File: src/rtl/cmd_pkg.sv
// Shared command-path definitions: arbiter state type, source-index width helper
// and the address/data widths also used by the command parse stage.
package cmd_pkg;

  localparam int CMD_AW = 8;
  localparam int CMD_DW = 24;

  typedef enum logic [0:0] {
    IDLE  = 1'b0,
    GRANT = 1'b1
  } arb_state_t;

  function automatic int src_w(input int n);
    return (n > 1) ? $clog2(n) : 1;
  endfunction

endpackage

File: src/rtl/cmd_arb_rr_pick.sv
// Round-robin request picker: returns the first set request at or after
// 'start', wrapping modulo N. Purely combinational.
module rr_pick
  import cmd_pkg::*;
#(
  parameter int N = 2
) (
  input  logic [N-1:0]        req,
  input  logic [src_w(N)-1:0] start,
  output logic                any,
  output logic [src_w(N)-1:0] idx
);

  localparam int SW = src_w(N);

  logic [SW-1:0] k;

  // Offsets are walked downward so the request nearest to start is written last.
  always_comb begin
    any = 1'b0;
    idx = '0;
    k   = '0;
    for (int i = N - 1; i >= 0; i--) begin
      k = SW'((int'(start) + i) % N);
      if (req[k]) begin
        any = 1'b1;
        idx = k;
      end
    end
  end

endmodule

File: src/rtl/cmd_arb.sv
// Round-robin arbiter merging N parsed command sources onto one registered
// register-write command bus, with bounded bursts and a source-ID tag.
module cmd_arb
  import cmd_pkg::*;
#(
  parameter int N         = 2,
  parameter int AW        = CMD_AW,
  parameter int DW        = CMD_DW,
  parameter int MAX_BURST = 4
) (
  input  logic                clk,
  input  logic                rst,
  input  logic [N*AW-1:0]     i_addr,
  input  logic [N*DW-1:0]     i_data,
  input  logic [N-1:0]        i_valid,
  output logic [N-1:0]        o_ready,
  output logic [AW-1:0]       o_addr,
  output logic [DW-1:0]       o_data,
  output logic [src_w(N)-1:0] o_src,
  output logic                o_valid,
  input  logic                i_ready
);

  localparam int SW = src_w(N);
  localparam int CW = (MAX_BURST > 1) ? $clog2(MAX_BURST) : 1;
  localparam logic [CW-1:0] CNT_LAST = CW'(MAX_BURST - 1);
  localparam logic [SW-1:0] SRC_LAST = SW'(N - 1);

  arb_state_t    state_q, state_d;
  logic [SW-1:0] gnt_q, gnt_d;
  logic [SW-1:0] rr_q, rr_d;
  logic [CW-1:0] cnt_q, cnt_d;
  logic [SW-1:0] pick_idx;
  logic          pick_any;
  logic          slot_free;
  logic          xfer;
  logic [AW-1:0] sel_addr;
  logic [DW-1:0] sel_data;

  logic [AW-1:0] addr_p1;
  logic [DW-1:0] data_p1;
  logic [SW-1:0] src_p1;
  logic          vld_p1;

  rr_pick #(.N(N)) u_pick (
    .req   (i_valid),
    .start (rr_q),
    .any   (pick_any),
    .idx   (pick_idx)
  );

  assign slot_free = !vld_p1 || i_ready;

  always_comb begin
    sel_addr = '0;
    sel_data = '0;
    for (int k = 0; k < N; k++) begin
      if (gnt_q == SW'(k)) begin
        sel_addr = i_addr[k*AW +: AW];
        sel_data = i_data[k*DW +: DW];
      end
    end
  end

  always_comb begin
    state_d = state_q;
    gnt_d   = gnt_q;
    rr_d    = rr_q;
    cnt_d   = cnt_q;
    o_ready = '0;
    xfer    = 1'b0;
    case (state_q)
      IDLE: begin
        if (pick_any) begin
          gnt_d   = pick_idx;
          cnt_d   = '0;
          state_d = GRANT;
        end
      end
      GRANT: begin
        o_ready[gnt_q] = slot_free;
        xfer           = slot_free && i_valid[gnt_q];
        // A full burst or an idle granted source hands the turn to the next index.
        if ((xfer && (cnt_q == CNT_LAST)) || (slot_free && !i_valid[gnt_q])) begin
          state_d = IDLE;
          rr_d    = (gnt_q == SRC_LAST) ? '0 : gnt_q + 1'b1;
        end else if (xfer) begin
          cnt_d = cnt_q + 1'b1;
        end
      end
      default: state_d = IDLE;
    endcase
  end

  always_ff @(posedge clk or negedge rst) begin
    if (!rst) begin
      state_q <= IDLE;
      gnt_q   <= '0;
      rr_q    <= '0;
      cnt_q   <= '0;
    end else begin
      state_q <= state_d;
      gnt_q   <= gnt_d;
      rr_q    <= rr_d;
      cnt_q   <= cnt_d;
    end
  end

  // Output slot: single register stage toward the register bank
  always_ff @(posedge clk or negedge rst) begin
    if (!rst) begin
      addr_p1 <= '0;
      data_p1 <= '0;
      src_p1  <= '0;
      vld_p1  <= 1'b0;
    end else if (xfer) begin
      addr_p1 <= sel_addr;
      data_p1 <= sel_data;
      src_p1  <= gnt_q;
      vld_p1  <= 1'b1;
    end else if (i_ready) begin
      vld_p1  <= 1'b0;
    end
  end

  assign o_addr  = addr_p1;
  assign o_data  = data_p1;
  assign o_src   = src_p1;
  assign o_valid = vld_p1;

endmodule

File: config.mk
export PLATFORM = sky130hd
export DESIGN_NAME = cmd_arb
export DESIGN_NICKNAME = d
export VERILOG_FILES = /design/src/rtl/cmd_pkg.sv /design/src/rtl/cmd_arb_rr_pick.sv /design/src/rtl/cmd_arb.sv
export SDC_FILE = /design/constraint.sdc
export NUM_CORES = 1
export LEC_CHECK = 0
export ABC_CLOCK_PERIOD_IN_PS = 1400
export BUFFER_PORTS_ARGS = -buffer_cell sky130_fd_sc_hd__buf_2
export CAP_MARGIN = 20
export CELL_PAD_IN_SITES_DETAIL_PLACEMENT = 0
export CELL_PAD_IN_SITES_GLOBAL_PLACEMENT = 1
export CORE_MARGIN = 2
export CORE_UTILIZATION = 30
export CTS_BUF_LIST = sky130_fd_sc_hd__clkbuf_4 sky130_fd_sc_hd__clkbuf_8
export DETAILED_ROUTE_END_ITERATION = 10
export PLACE_DENSITY_LB_ADDON = 0.1
export SLEW_MARGIN = 25
export SYNTH_ARGS = -nofsm -noshare
export SYNTH_HDL_FRONTEND = slang
export SYNTH_SLANG_ARGS = --single-unit
File: constraint.sdc
create_clock -name clk -period 1.4 [get_ports clk]
set_input_delay 0.42 -clock clk [delete_from_list [all_inputs] [get_ports clk]]
set_output_delay 0.42 -clock clk [all_outputs]
set_load 0.02 [all_outputs]
==> results.md <==
- Run status: complete, but fails checks
- Failing checks: negative setup slack
- Syn nets: 244
- Placed Area: 2613 um2
- Port bufs: 104
- Area grow syn2layout: 64.98%
- Clk pwr share: 12.8%
- Yosys warning count: 0
- Die width: 83.60 um
- Hold Buf Count CTS: 0
- Drt via density: 4.574
- Worst Setup SP: o_valid
- Worst-path clk slew: 0.08 ns
- Fin crit period: 1.619 ns
- Max_cap viols: 0
- Static leakage: 1.658 nW
- Final Cell Area: 3136 um2
- Crit start category: flip-flop
- Synth area leader: dfrtp_1
- DRC Markers: 0
- Main synth FF type: dfrtp_1
- F_max: 0.6175 GHz
- Fin. Hold Viols: 0
- GP Congestion: 0.7083
- Clk Latency, worst-skew pair: 0.29 ns
- Synth top area share: 51.35%
- Die area: 6988 um2
- Power, Total: 0.007636 W
- Top post-synthesis cells by area: dfrtp_1 51%, mux2i_1 18%, o21ai_2 7.8%
- Core footprint: 6026 um2
- Maximum number of pins on one net before global-route repair: 40
- Syn Std Cell Area: 1901 um2
- Remaining antenna violation count: 0
- Die Y: 83.60 um
- Ys async rst share: 100.0%
- Worst path max stage delay: 0.42 ns
- H-tree levels: 2
- Synthesized flop and latch total: 39
- Yosys cell types: 26
- Worst Tran Pin Value: 0.5482 ns
- Worst-case clock buffer depth: 2
- Crit end category: primary output
- Critical path peak fanout: 3
- Layout cells sized above 1: 67.11%
- DRT Pass-1 Iters: 4
- Layout Skew: 0.007556 ns
- Sequential area share after synthesis: 51.35%
- RSZ-0062 raised after global routing: yes
- Routed wire length: 5.120 mm
- DR vias: 1,720
- Fill count: 567
- Post-Syn Area per Cell: 10.92 um2
- Net Sw Frac: 42.44%
- Req. time, crit path: 0.98 ns
- Flop pwr share: 27.7%
- Starting DRT DRC Count: 62
- Worst Setup Slack, final: -0.2194 ns
- Placed cells: 358
- EDFF count, synth: 0
- IO Count: 105
- Relative slew slack: 63.45%
- Setup violations, final: 37
- Slowest CP cell: dfrtp_2
- Worst r2r dst: o_data[21]
- Root Driver: clkbuf_8
- Cells on worst reg2reg path: 5
- FP Rows: 28
- Synthesized instance count: 174
- Count of final max-slew check failures: 0
- Power Internal: 0.004395 W
- Non-Filler Instances: 376
- Arr. time, crit path: 1.20 ns
- Routed len/inst: 13.62 um
- R2R Path Start: gnt_q
- PD cells: 2435 nW/um2
- Gr usage total: 14.64%
- Clock Sinks: 39
- Final period utilization: 115.7%
- Crit-path most repeated cell: buf_6
- Synth cell count leaders: 39 x dfrtp_1, 37 x nand2_1, 34 x mux2i_1
- Combinational fraction of design power: 59.5%
- Hold WC Path Type: in2async
- GR Overflow Total: 0
- Flop2flop setup slack: -0.21 ns
- Fin nets: 370
- ANT cells: 0
- DPL Wire Length: 3.277 mm
- Post-layout util: 52.03%
- Worst VDD drop: 1066 uV
- Initial antenna violation count: 0
- Crit path cell chain: nor2b_4 > buf_6 > nor3_4 > buf_6
- Net Switching: 0.003241 W
- Global-route wire length before repair: 8.273 mm
- CTS buffer count: 5
- TritonCTS clock tree: yes
- Initial Util: 31.54%
- Setup CP Type: reg2out
- Vias in the first global route: 1,771
- Top-count cell post-synth: dfrtp_1
[power by group through the flow]
| stage | Sequential (W) | Combinational, W | Clock, W |
|---|---|---|---|
| 4_1_cts | 0.00202 | 0.00430 | 0.00102 |
| 5_1_grt | 0.00219 | 0.00491 | 0.00106 |
| 2_1_floorplan | 0.00258 | 0.00191 | 0 |
| 6_report | 0.00212 | 0.00454 | 0.000980 |
| 3_5_place_dp | 0.00199 | 0.00353 | 0 |
| 3_3_place_gp | 0.00197 | 0.00350 | 0 |
[what timing repair did]
action / CTS / global route
pin swaps: 12 / 29
endpoints found under the setup margin: 23 / 38
resized for setup: 34 / 38
cloned: 5 / 2
setup buffers: 6 / 0
[stage by stage]
| step | TNS (ns) | hold WS (ns) | setup WS, ns |
|---|---|---|---|
| 4_1_cts | -4.580 | 0.08301 | -0.2446 |
| 3_3_place_gp | -1.999 | 0.4113 | -0.08776 |
| 2_1_floorplan | -1.888 | 0.1244 | -0.06199 |
| 5_1_grt | -6.751 | 0.09614 | -0.2661 |
| 6_report | -5.095 | 0.07812 | -0.2194 |
| 3_5_place_dp | -2.358 | 0.4088 | -0.1074 |
[logic make-up (layout without fill, tap and decap cells)]
kind of cell / after synthesis / in the layout / synth area share, %
buf+inv: 13 / 140 / 5.134
mux: 35 / 35 / 18.50
flops: 39 / 39 / 51.35
fa+ha+maj: 1 / 1 / 0.6582
compound gates: 40 / 40 / 14.35
simple gates: 46 / 46 / 10.01
[placed cells by master, fill, tap and decap left out, types with 3 or more instances in the layout]
cell type  netlist  layout
buf_2            3     102
dfrtp_1         39      37
mux2i_1         34      33
o21ai_2         17      27
nand2_4          0      17
buf_4            0      13
nand2_2          0      11
nand2_1         37       9
clkbuf_8         0       6
buf_6            6       6
o21ai_1         15       5
buf_16           0       4
nor2_1           3       3
[flip-flops by register name, summed over array words and instances (netlist names)]
signal,count
rr_q,1
gnt_q,1
state_q,1
o_data,24
o_addr,8
o_valid,1
o_src,1
cnt_q,2
[metal layers]
layer / global-route usage, % / share of wire [%]
met4: 5.425 / 1.3
met1: 18.03 / 43
met3: 3.956 / 6.1
met2: 24.51 / 50
met5: 0 / 0
[how the worst max path moves through the flow]
stage | to | slack, ns | depth (start not counted)
after floorplan | o_data[1] | -0.06 | 6
after global placement | o_ready[1] | -0.09 | 4
after detailed placement | o_ready[1] | -0.11 | 4
after CTS | o_ready[0] | -0.24 | 4
after global routing | o_ready[0] | -0.27 | 4
final | o_ready[0] | -0.22 | 4
[area by class of cell]
| cell class | instances | area [um2] | share of cell area [%] |
|---|---|---|---|
| multi-input cells | 122 | 1047 | 33.40 |
| clock inverters | 2 | 35.03 | 1.117 |
| flip-flops and latches | 39 | 978.4 | 31.21 |
| clock buffers | 6 | 82.58 | 2.634 |
| inverters | 2 | 7.507 | 0.2394 |
| well taps | 75 | 93.84 | 2.993 |
| repair buffers | 130 | 890.9 | 28.41 |
[critical path, delay by kind of cell (launching register included)]
kind	cells	cell delay, ns
buffers and inverters	2	0.25
DFF	1	0.42
and+or+nand+nor	2	0.24
Power figures use the tool's default switching activity.
